### config.mk
export PLATFORM = sky130hd
export DESIGN_NAME = ram_test_sequencer_flat
export DESIGN_NICKNAME = d
export VERILOG_FILES = /design/src/rtl/ram_test_pkg.sv /design/src/rtl/ram_test_sequencer_if.sv /design/src/rtl/ram_test_compare.sv /design/src/rtl/ram_test_sequencer.sv /design/src/flat_wrapper.sv
export SDC_FILE = /design/constraint.sdc
export NUM_CORES = 1
export LEC_CHECK = 0
export CAP_MARGIN = 20
export CORE_ASPECT_RATIO = 1.75
export CORE_MARGIN = 2
export CORE_UTILIZATION = 45
export CTS_CLUSTER_SIZE = 12
export DETAILED_ROUTE_END_ITERATION = 16
export GPL_TIMING_DRIVEN = 0
export PLACE_DENSITY = 0.73
export SLEW_MARGIN = 20
export SYNTH_ARGS = -nofsm -noshare
export SYNTH_HDL_FRONTEND = slang
export SYNTH_HIERARCHICAL = 1
export SYNTH_SLANG_ARGS = --single-unit
### constraint.sdc
create_clock -name clk -period 5.1 [get_ports clk]
set_input_delay 1.02 -clock clk [delete_from_list [all_inputs] [get_ports clk]]
set_output_delay 1.02 -clock clk [all_outputs]
set_load 0.005 [all_outputs]
### src/rtl/ram_test_pkg.sv
`default_nettype none
// ============================================================================
// Module   : ram_test_pkg
// Brief    : Shared FSM state encoding, mismatch phase codes and the
//            address-derived test pattern for the BRAM test sequencer.
// Revision : 1.0 - initial release
// ============================================================================
package ram_test_pkg;

    typedef enum logic [2:0] {
        ST_IDLE       = 3'd0,
        ST_WRITE      = 3'd1,
        ST_READ       = 3'd2,
        ST_ERROR_WAIT = 3'd3,
        ST_LOOP_DONE  = 3'd4
    } state_e;

    localparam logic [1:0] ERR_STATE_NORMAL = 2'b10;
    localparam logic [1:0] ERR_STATE_INV    = 2'b11;

    // Data bit i mirrors address bit (i mod addr_width), flipped on odd loops.
    function automatic logic pattern_bit(input logic [63:0]   addr,
                                         input int unsigned   addr_width,
                                         input int unsigned   bit_idx,
                                         input logic          inv);
        logic [5:0] k;
        k = 6'(bit_idx % addr_width);
        return addr[k] ^ inv;
    endfunction

endpackage
`default_nettype wire

### src/rtl/ram_test_sequencer_if.sv
`default_nettype none
// ============================================================================
// Module   : ram_test_sequencer_if
// Brief    : BRAM port plus control/report signals of the test sequencer.
// Revision : 1.0 - initial release
// ============================================================================
interface ram_test_sequencer_if #(
    parameter int ADDR_WIDTH = 10,
    parameter int DATA_WIDTH = 1
);
    logic                  enable;
    logic [ADDR_WIDTH-1:0] ram_addr;
    logic                  ram_we;
    logic [DATA_WIDTH-1:0] ram_wdata;
    logic [DATA_WIDTH-1:0] ram_rdata;
    logic                  report_ack;
    logic                  error_detected;
    logic [1:0]            error_state;
    logic [ADDR_WIDTH-1:0] error_address;
    logic [DATA_WIDTH-1:0] expected_data;
    logic [DATA_WIDTH-1:0] actual_data;
    logic                  loop_complete;
    logic [15:0]           error_count;

    modport master (
        input  enable, ram_rdata, report_ack,
        output ram_addr, ram_we, ram_wdata, error_detected, error_state,
               error_address, expected_data, actual_data, loop_complete,
               error_count
    );

    modport slave (
        output enable, ram_rdata, report_ack,
        input  ram_addr, ram_we, ram_wdata, error_detected, error_state,
               error_address, expected_data, actual_data, loop_complete,
               error_count
    );
endinterface
`default_nettype wire

### src/rtl/ram_test_compare.sv
`default_nettype none
// ============================================================================
// Module   : ram_test_compare
// Brief    : One-deep compare stage aligning an issued read address and its
//            expected pattern with the synchronous BRAM read data.
// Revision : 1.0 - initial release
// ============================================================================
module ram_test_compare #(
    parameter int ADDR_WIDTH = 10,
    parameter int DATA_WIDTH = 1
) (
    input  wire logic                  clk,
    input  wire logic                  rst,
    input  wire logic                  i_issue,
    input  wire logic [ADDR_WIDTH-1:0] i_addr,
    input  wire logic [DATA_WIDTH-1:0] i_expected,
    input  wire logic [DATA_WIDTH-1:0] i_rdata,
    output logic                       o_valid,
    output logic      [ADDR_WIDTH-1:0] o_addr,
    output logic      [DATA_WIDTH-1:0] o_expected,
    output logic                       o_mismatch
);
    logic                  valid_q, valid_d;
    logic [ADDR_WIDTH-1:0] addr_q, addr_d;
    logic [DATA_WIDTH-1:0] exp_q, exp_d;

    always_comb begin
        valid_d = i_issue;
        addr_d  = addr_q;
        exp_d   = exp_q;
        if (i_issue) begin
            addr_d = i_addr;
            exp_d  = i_expected;
        end
    end

    always_ff @(posedge clk) begin
        if (rst) begin
            valid_q <= 1'b0;
            addr_q  <= '0;
            exp_q   <= '0;
        end else begin
            valid_q <= valid_d;
            addr_q  <= addr_d;
            exp_q   <= exp_d;
        end
    end

    assign o_valid    = valid_q;
    assign o_addr     = addr_q;
    assign o_expected = exp_q;
    assign o_mismatch = valid_q && (i_rdata != exp_q);
endmodule
`default_nettype wire

### src/rtl/ram_test_sequencer.sv
`default_nettype none
// ============================================================================
// Module   : ram_test_sequencer
// Brief    : Write/read-back BRAM march with alternating pattern polarity,
//            held mismatch and loop-end reports released by report_ack.
// Revision : 1.0 - initial release
// ============================================================================
module ram_test_sequencer
    import ram_test_pkg::*;
#(
    parameter int ADDR_WIDTH = 10,
    parameter int DATA_WIDTH = 1
) (
    input  wire logic           clk,
    input  wire logic           rst,
    ram_test_sequencer_if.master bus
);
    localparam logic [ADDR_WIDTH-1:0] c_LAST_ADDR = '1;

    state_e                state_q, state_d;
    logic [ADDR_WIDTH-1:0] addr_q, addr_d;
    logic                  inv_q, inv_d;
    logic                  read_done_q, read_done_d;
    logic [15:0]           error_count_q, error_count_d;
    logic                  error_detected_q, error_detected_d;
    logic [1:0]            error_state_q, error_state_d;
    logic [ADDR_WIDTH-1:0] error_address_q, error_address_d;
    logic [DATA_WIDTH-1:0] expected_q, expected_d;
    logic [DATA_WIDTH-1:0] actual_q, actual_d;
    logic                  loop_complete_q, loop_complete_d;

    logic [DATA_WIDTH-1:0] w_pattern;
    logic                  w_issue;
    logic                  w_cmp_valid;
    logic [ADDR_WIDTH-1:0] w_cmp_addr;
    logic [DATA_WIDTH-1:0] w_cmp_expected;
    logic                  w_mismatch;

    generate
        for (genvar gi = 0; gi < DATA_WIDTH; gi++) begin : g_pattern
            assign w_pattern[gi] = pattern_bit(64'(addr_q), ADDR_WIDTH, gi, inv_q);
        end
    endgenerate

    // A failing compare suppresses the issue of the same cycle, flushing A+1.
    assign w_issue = (state_q == ST_READ) && !read_done_q && !w_mismatch;

    ram_test_compare #(
        .ADDR_WIDTH (ADDR_WIDTH),
        .DATA_WIDTH (DATA_WIDTH)
    ) u_compare (
        .clk        (clk),
        .rst        (rst),
        .i_issue    (w_issue),
        .i_addr     (addr_q),
        .i_expected (w_pattern),
        .i_rdata    (bus.ram_rdata),
        .o_valid    (w_cmp_valid),
        .o_addr     (w_cmp_addr),
        .o_expected (w_cmp_expected),
        .o_mismatch (w_mismatch)
    );

    always_comb begin
        state_d          = state_q;
        addr_d           = addr_q;
        inv_d            = inv_q;
        read_done_d      = read_done_q;
        error_count_d    = error_count_q;
        error_detected_d = error_detected_q;
        error_state_d    = error_state_q;
        error_address_d  = error_address_q;
        expected_d       = expected_q;
        actual_d         = actual_q;
        loop_complete_d  = loop_complete_q;

        case (state_q)
            ST_IDLE: begin
                if (bus.enable) begin
                    state_d = ST_WRITE;
                    addr_d  = '0;
                end
            end
            ST_WRITE: begin
                if (addr_q == c_LAST_ADDR) begin
                    state_d     = ST_READ;
                    addr_d      = '0;
                    read_done_d = 1'b0;
                end else begin
                    addr_d = addr_q + 1'b1;
                end
            end
            ST_READ: begin
                if (w_mismatch) begin
                    state_d          = ST_ERROR_WAIT;
                    error_detected_d = 1'b1;
                    error_state_d    = inv_q ? ERR_STATE_INV : ERR_STATE_NORMAL;
                    error_address_d  = w_cmp_addr;
                    expected_d       = w_cmp_expected;
                    actual_d         = bus.ram_rdata;
                    if (error_count_q != 16'hFFFF) begin
                        error_count_d = error_count_q + 16'd1;
                    end
                end else begin
                    if (w_cmp_valid && (w_cmp_addr == c_LAST_ADDR)) begin
                        state_d         = ST_LOOP_DONE;
                        loop_complete_d = 1'b1;
                    end
                    if (w_issue) begin
                        if (addr_q == c_LAST_ADDR) begin
                            read_done_d = 1'b1;
                        end else begin
                            addr_d = addr_q + 1'b1;
                        end
                    end
                end
            end
            ST_ERROR_WAIT: begin
                if (bus.report_ack) begin
                    error_detected_d = 1'b0;
                    if (error_address_q == c_LAST_ADDR) begin
                        state_d         = ST_LOOP_DONE;
                        loop_complete_d = 1'b1;
                    end else begin
                        state_d     = ST_READ;
                        addr_d      = error_address_q + 1'b1;
                        read_done_d = 1'b0;
                    end
                end
            end
            ST_LOOP_DONE: begin
                if (bus.report_ack) begin
                    loop_complete_d = 1'b0;
                    inv_d           = ~inv_q;
                    if (bus.enable) begin
                        state_d = ST_WRITE;
                        addr_d  = '0;
                    end else begin
                        state_d         = ST_IDLE;
                        addr_d          = '0;
                        error_state_d   = '0;
                        error_address_d = '0;
                        expected_d      = '0;
                        actual_d        = '0;
                    end
                end
            end
            default: begin
                state_d = ST_IDLE;
            end
        endcase
    end

    always_ff @(posedge clk) begin
        if (rst) begin
            state_q          <= ST_IDLE;
            addr_q           <= '0;
            inv_q            <= 1'b0;
            read_done_q      <= 1'b0;
            error_count_q    <= '0;
            error_detected_q <= 1'b0;
            error_state_q    <= '0;
            error_address_q  <= '0;
            expected_q       <= '0;
            actual_q         <= '0;
            loop_complete_q  <= 1'b0;
        end else begin
            state_q          <= state_d;
            addr_q           <= addr_d;
            inv_q            <= inv_d;
            read_done_q      <= read_done_d;
            error_count_q    <= error_count_d;
            error_detected_q <= error_detected_d;
            error_state_q    <= error_state_d;
            error_address_q  <= error_address_d;
            expected_q       <= expected_d;
            actual_q         <= actual_d;
            loop_complete_q  <= loop_complete_d;
        end
    end

    assign bus.ram_we         = (state_q == ST_WRITE);
    assign bus.ram_addr       = ((state_q == ST_WRITE) || (state_q == ST_READ)) ? addr_q : '0;
    assign bus.ram_wdata      = (state_q == ST_WRITE) ? w_pattern : '0;
    assign bus.error_detected = error_detected_q;
    assign bus.error_state    = error_state_q;
    assign bus.error_address  = error_address_q;
    assign bus.expected_data  = expected_q;
    assign bus.actual_data    = actual_q;
    assign bus.loop_complete  = loop_complete_q;
    assign bus.error_count    = error_count_q;
endmodule
`default_nettype wire

### src/flat_wrapper.sv
// flat-port wrapper written by rule: the top's interface ports become plain ports
module ram_test_sequencer_flat import ram_test_pkg::*;
#(
    parameter int ADDR_WIDTH = 10,
    parameter int DATA_WIDTH = 1
)
  (clk, rst, bus_enable, bus_ram_rdata, bus_report_ack, bus_ram_addr, bus_ram_we, bus_ram_wdata, bus_error_detected, bus_error_state, bus_error_address, bus_expected_data, bus_actual_data, bus_loop_complete, bus_error_count);
  ram_test_sequencer_if #(.ADDR_WIDTH(ADDR_WIDTH), .DATA_WIDTH(DATA_WIDTH)) bus_i ();
  input  wire logic clk;
  input  wire logic rst;
  input wire logic [$bits(bus_i.enable)-1:0] bus_enable;
  input wire logic [$bits(bus_i.ram_rdata)-1:0] bus_ram_rdata;
  input wire logic [$bits(bus_i.report_ack)-1:0] bus_report_ack;
  output wire logic [$bits(bus_i.ram_addr)-1:0] bus_ram_addr;
  output wire logic [$bits(bus_i.ram_we)-1:0] bus_ram_we;
  output wire logic [$bits(bus_i.ram_wdata)-1:0] bus_ram_wdata;
  output wire logic [$bits(bus_i.error_detected)-1:0] bus_error_detected;
  output wire logic [$bits(bus_i.error_state)-1:0] bus_error_state;
  output wire logic [$bits(bus_i.error_address)-1:0] bus_error_address;
  output wire logic [$bits(bus_i.expected_data)-1:0] bus_expected_data;
  output wire logic [$bits(bus_i.actual_data)-1:0] bus_actual_data;
  output wire logic [$bits(bus_i.loop_complete)-1:0] bus_loop_complete;
  output wire logic [$bits(bus_i.error_count)-1:0] bus_error_count;
  assign bus_i.enable = bus_enable;
  assign bus_i.ram_rdata = bus_ram_rdata;
  assign bus_i.report_ack = bus_report_ack;
  assign bus_ram_addr = bus_i.ram_addr;
  assign bus_ram_we = bus_i.ram_we;
  assign bus_ram_wdata = bus_i.ram_wdata;
  assign bus_error_detected = bus_i.error_detected;
  assign bus_error_state = bus_i.error_state;
  assign bus_error_address = bus_i.error_address;
  assign bus_expected_data = bus_i.expected_data;
  assign bus_actual_data = bus_i.actual_data;
  assign bus_loop_complete = bus_i.loop_complete;
  assign bus_error_count = bus_i.error_count;
  ram_test_sequencer #(.ADDR_WIDTH(ADDR_WIDTH), .DATA_WIDTH(DATA_WIDTH)) u_core (.clk(clk), .rst(rst), .bus(bus_i));
endmodule
==> impl_metrics.prom <==
# TYPE chip_impl_metric gauge
chip_impl_info{name="outcome",value="finished, final reports clean"} 1
chip_impl_metric{name="die_area",unit="mm²"} 0.00782
chip_impl_info{name="cts_tree",value="yes"} 1
chip_impl_metric{name="clock_latency_on_the_worst_skew_pair",unit="ns"} 0.34
chip_impl_metric{name="initial_utilization",unit=""} 0.466
chip_impl_metric{name="avgRoutedWirePerCell",unit="µm"} 18.1
chip_impl_metric{name="number_of_enable_flip_flop_cells_after_synthesis",unit=""} 0
chip_impl_metric{name="layout_setup_ws",unit="ns"} 1.81
chip_impl_metric{name="post_cts_resized",unit=""} 0
chip_impl_info{name="holdPathEnd",value="u_core/bus.error_state[1]"} 1
chip_impl_info{name="slowest_stage",value="clkdlybuf4s50_1"} 1
chip_impl_metric{name="ctsHoldBuffers",unit=""} 0
chip_impl_metric{name="post_dp_cell_area",unit="mm²"} 0.00378
chip_impl_metric{name="gpl.final_weighted_congestion",unit=""} 0.953
chip_impl_metric{name="number_of_clock_buffers_inserted_by_tritoncts",unit=""} 9
chip_impl_metric{name="drive_above_1_share",unit=""} 0.0766
chip_impl_metric{name="peakVddDrop",unit="mV"} 0.187
chip_impl_info{name="rsz_0062_raised_after_global_routing",value="no"} 1
chip_impl_metric{name="grt.met3_usage",unit=""} 0.0476
chip_impl_metric{name="postRouteWirelength",unit="mm"} 9.56
chip_impl_metric{name="die_w",unit="µm"} 67.7
chip_impl_metric{name="number_of_global_route_vias_before_repair",unit=""} 3069
chip_impl_metric{name="pre_cts_setup_slack",unit="ns"} 1.51
chip_impl_metric{name="net_count_after_synthesis",unit=""} 388
chip_impl_metric{name="syn_area_per_cell",unit="µm²"} 8.42
chip_impl_metric{name="finalInstanceArea",unit="mm²"} 0.00407
chip_impl_metric{name="placement.io_buffers",unit=""} 48
chip_impl_metric{name="slew_headroom",unit=""} 0.511
chip_impl_metric{name="critical_path_required",unit="ns"} 4.08
chip_impl_metric{name="cp_slowest_stage_delay",unit="ns"} 0.49
chip_impl_metric{name="pin_count",unit=""} 49
chip_impl_metric{name="finish.net_count",unit=""} 447
chip_impl_metric{name="synth_area",unit="mm²"} 0.00320
chip_impl_metric{name="crit_arrival",unit="ns"} 2.27
chip_impl_metric{name="setup_viol_count_final",unit=""} 0
chip_impl_info{name="critical_path.reg2reg.startpoint",value="u_core/u_compare/o_expected"} 1
chip_impl_info{name="endpoint_of_the_worst_register_to_register_path",value="u_core/bus.error_count[13]"} 1
chip_impl_metric{name="rr_worst_depth",unit=""} 8
chip_impl_metric{name="initialDrtViolationCount",unit=""} 239
chip_impl_metric{name="global_route.usage.total",unit=""} 0.264
chip_impl_metric{name="filler_cell_count",unit=""} 628
chip_impl_metric{name="grt_max_degree",unit=""} 13
chip_impl_metric{name="layout_min_cycle_time",unit="ns"} 3.29
chip_impl_metric{name="clkSlewWorstSetupHoldPaths",unit="ns"} 0.06
chip_impl_metric{name="finalSetupTns",unit="ns"} 0
chip_impl_metric{name="number_of_instances_in_the_synthesized_netlist",unit=""} 380
chip_impl_metric{name="std_cell_rows",unit=""} 40
chip_impl_metric{name="clk_path_buf_depth",unit=""} 2
chip_impl_metric{name="timing.clock.skew",unit="ns"} 0.00794
chip_impl_info{name="commonest_cells_after_routing_fill_and_taps_aside",value="nor2_1, dfxtp_1, clkdlybuf4s50_1, nand2_1, mux2i_1"} 1
chip_impl_info{name="setup.worst_path.start_class",value="register"} 1
chip_impl_metric{name="coreArea",unit="mm²"} 0.00686
chip_impl_metric{name="synth_seq_area_share",unit=""} 0.369
chip_impl_metric{name="finalCritPeriodShare",unit=""} 0.644
chip_impl_metric{name="post-cts-setup-buffers",unit=""} 0
chip_impl_metric{name="max_cap_viols",unit=""} 0
chip_impl_metric{name="antenna_left",unit=""} 0
chip_impl_metric{name="holdPathStages",unit=""} 2
chip_impl_metric{name="cp_max_fo",unit=""} 8
chip_impl_metric{name="route.vias.total",unit=""} 3165
chip_impl_metric{name="num_antenna_cells",unit=""} 0
chip_impl_info{name="crit_family",value="simple AND/OR/NAND/NOR gates"} 1
chip_impl_info{name="gr-max-usage-layer",value="met2"} 1
chip_impl_metric{name="maximum_operating_frequency",unit="MHz"} 304
chip_impl_metric{name="worst_margin_pin_slew",unit="ns"} 0.723
chip_impl_metric{name="globalRoute.totalOverflow",unit=""} 0
chip_impl_metric{name="timing_hold_violations_final",unit=""} 0
chip_impl_metric{name="crit_buf_inv",unit=""} 2
chip_impl_info{name="synth_flop_cell",value="dfxtp_1"} 1
chip_impl_metric{name="antenna_violations_before_repair",unit=""} 0
chip_impl_info{name="source_of_the_worst_hold_timing_path",value="u_core/bus.error_state[1]"} 1
chip_impl_metric{name="drc",unit=""} 0
chip_impl_info{name="crit_path_cell_trace",value="or3b_1 -> clkbuf_1 -> nand2_1 -> and2_1 -> clkdlybuf4s50_1"} 1
chip_impl_info{name="cell_at_the_root_of_the_clock_tree",value="clkbuf_16"} 1
chip_impl_info{name="min_path_type",value="reg2reg"} 1
chip_impl_info{name="critical_path_class",value="reg2out"} 1
chip_impl_metric{name="clock_sinks",unit=""} 59
chip_impl_metric{name="detailed_placer_s_ending_hpwl",unit="mm"} 7.03
chip_impl_metric{name="synth.ff_latch_count",unit=""} 59
chip_impl_metric{name="ctsHtreeMaxLevel",unit=""} 3
chip_impl_metric{name="synth_async_sr_flop_share",unit=""} 0
chip_impl_metric{name="setup_slack_reg_to_reg",unit="ns"} 2.71
chip_impl_info{name="most_common_library_cell_in_the_layout_ignoring_fill_and_taps",value="nor2_1"} 1
chip_impl_metric{name="power-per-cell-area",unit="mW/mm²"} 267
chip_impl_metric{name="power_leakage",unit="nW"} 1.35
chip_impl_metric{name="via_per_inst",unit=""} 5.99
chip_impl_metric{name="met1_usage",unit=""} 0.274
chip_impl_metric{name="detail_route.first_pass.iterations",unit=""} 5
chip_impl_metric{name="syn2layout_area_growth",unit="%"} 27.3
chip_impl_metric{name="netlist-cell-type-count",unit=""} 64
chip_impl_metric{name="die-height",unit="µm"} 116
chip_impl_metric{name="maxSlewViolCount",unit=""} 0
chip_impl_metric{name="grt_pass1_wl",unit="mm"} 15.3
chip_impl_metric{name="grtUsageMet2",unit=""} 0.471
chip_impl_info{name="end_kind",value="primary output"} 1
chip_impl_metric{name="synthesis.yosys.warnings",unit=""} 6
[worst reg2reg max path, stage by stage, from the launching register on]
cell and delay (ns):
dfxtp_1 0.36, xor2_1 0.14, and2_1 0.16, clkbuf_1 0.35, and4bb_2 0.34, nand4_1 0.22, nor4b_1 0.49, xnor2_1 0.17
nor2_1 0.05
[flip-flops by register name, indices dropped and copies added, names as in the netlist]
| register | cells |
|---|---|
| u_core/addr_q | 10 |
| u_core/bus.actual_data | 1 |
| u_core/bus.error_address | 10 |
| u_core/bus.error_count | 16 |
| u_core/bus.error_detected | 1 |
| u_core/bus.error_state | 2 |
| u_core/bus.expected_data | 1 |
| u_core/bus.loop_complete | 1 |
| u_core/inv_q | 1 |
| u_core/read_done_q | 1 |
| u_core/state_q | 3 |
| u_core/u_compare/o_addr | 10 |
| u_core/u_compare/o_expected | 1 |
| u_core/u_compare/o_valid | 1 |
[synthesized netlist by cell type (all sizes together), types with 3 or more instances]
master	instances	share of area
a21oi	14	0.025
a221o	4	0.013
a22o	3	0.0082
a22oi	13	0.031
a31oi	3	0.0059
and2	9	0.018
and3	6	0.012
and4	6	0.016
buf	8	0.016
clkbuf	14	0.016
dfxtp	59	0.37
ha	3	0.012
inv	12	0.014
mux2i	15	0.047
nand2	19	0.022
nand3	14	0.022
nand4	11	0.023
nor2	63	0.076
nor2b	4	0.0078
nor3	11	0.017
nor4	5	0.0098
nor4b	3	0.0082
o211ai	4	0.014
o21ai	7	0.012
o22ai	5	0.0098
o32ai	4	0.011
or3	3	0.0059
or4	3	0.0082
xnor2	11	0.030
xor2	11	0.030
[worst max-delay path by stage]
stage                                 start  cells after the start  slack [ns]                         end
after floorplan               bus_ram_rdata                      7        2.36            u_core/addr_q[2]
after global placement        bus_ram_rdata                      9        1.54  u_core/bus.error_count[13]
after detailed placement      bus_ram_rdata                      9        1.51  u_core/bus.error_count[13]
after CTS                 u_core/state_q[1]                      5        1.82             bus_ram_addr[3]
after global routing          bus_ram_rdata                      9        1.66  u_core/bus.error_count[13]
final                     u_core/state_q[1]                      5        1.81             bus_ram_addr[6]
[layout make-up]
cell class / count / area (µm²) / share of cell area
tap: 84 / 105 / 0.0258
buffer: 22 / 104 / 0.0255
clock inverter: 6 / 47.5 / 0.0117
multi-input combinational: 287 / 1870 / 0.459
timing repair buffer: 48 / 480 / 0.118
inverter: 12 / 45.0 / 0.0111
clock buffer: 10 / 239 / 0.0587
sequential: 59 / 1180 / 0.290
[metrics by stage]
step | hold slack [ns] | power (W) | cells | utilization
3_5_place_dp | 0.489 | 0.000518 | 512 | 0.552
5_1_grt | 0.544 | 0.00111 | 528 | 0.594
4_1_cts | 0.504 | 0.00109 | 528 | 0.594
6_report | 0.500 | 0.00109 | 528 | 0.594
3_3_place_gp | 0.476 | 0.000517 | 512 | 0.552
2_1_floorplan | 0.462 | 0.000502 | 380 | -
[layer usage]
| layer | vias to the layer above | wire length, µm | share of wire |
|---|---|---|---|
| li1 | 1518 | - | - |
| met1 | 1508 | 3630 | 0.38 |
| met2 | 110 | 5080 | 0.53 |
| met3 | 29 | 449 | 0.047 |
| met4 | 0 | 402 | 0.042 |
| met5 | - | 0 | 0 |
[cells by family (layout without fill, tap and decap cells)]
| logic type | after synthesis | after routing | share of synthesized area |
|---|---|---|---|
| adder cells (fa/ha/maj) | 3 | 3 | 0.0117 |
| XOR/XNOR | 22 | 22 | 0.0602 |
| buffers and inverters | 34 | 98 | 0.0466 |
| AO/OA/AOI/OAI | 80 | 80 | 0.192 |
| AND/OR/NAND/NOR | 167 | 167 | 0.273 |
| flip-flops | 59 | 59 | 0.369 |
| multiplexers | 15 | 15 | 0.0469 |
[report_power, final]
group          internal (W)  leakage (nW)  total (W)  switching (W)
registers          0.000462         0.475   0.000463     0.00000150
logic             0.0000143         0.748  0.0000456      0.0000312
clock network      0.000345         0.128   0.000579       0.000235
total              0.000821          1.35    0.00109       0.000267
No activity file was read; power rests on OpenSTA's default activity.
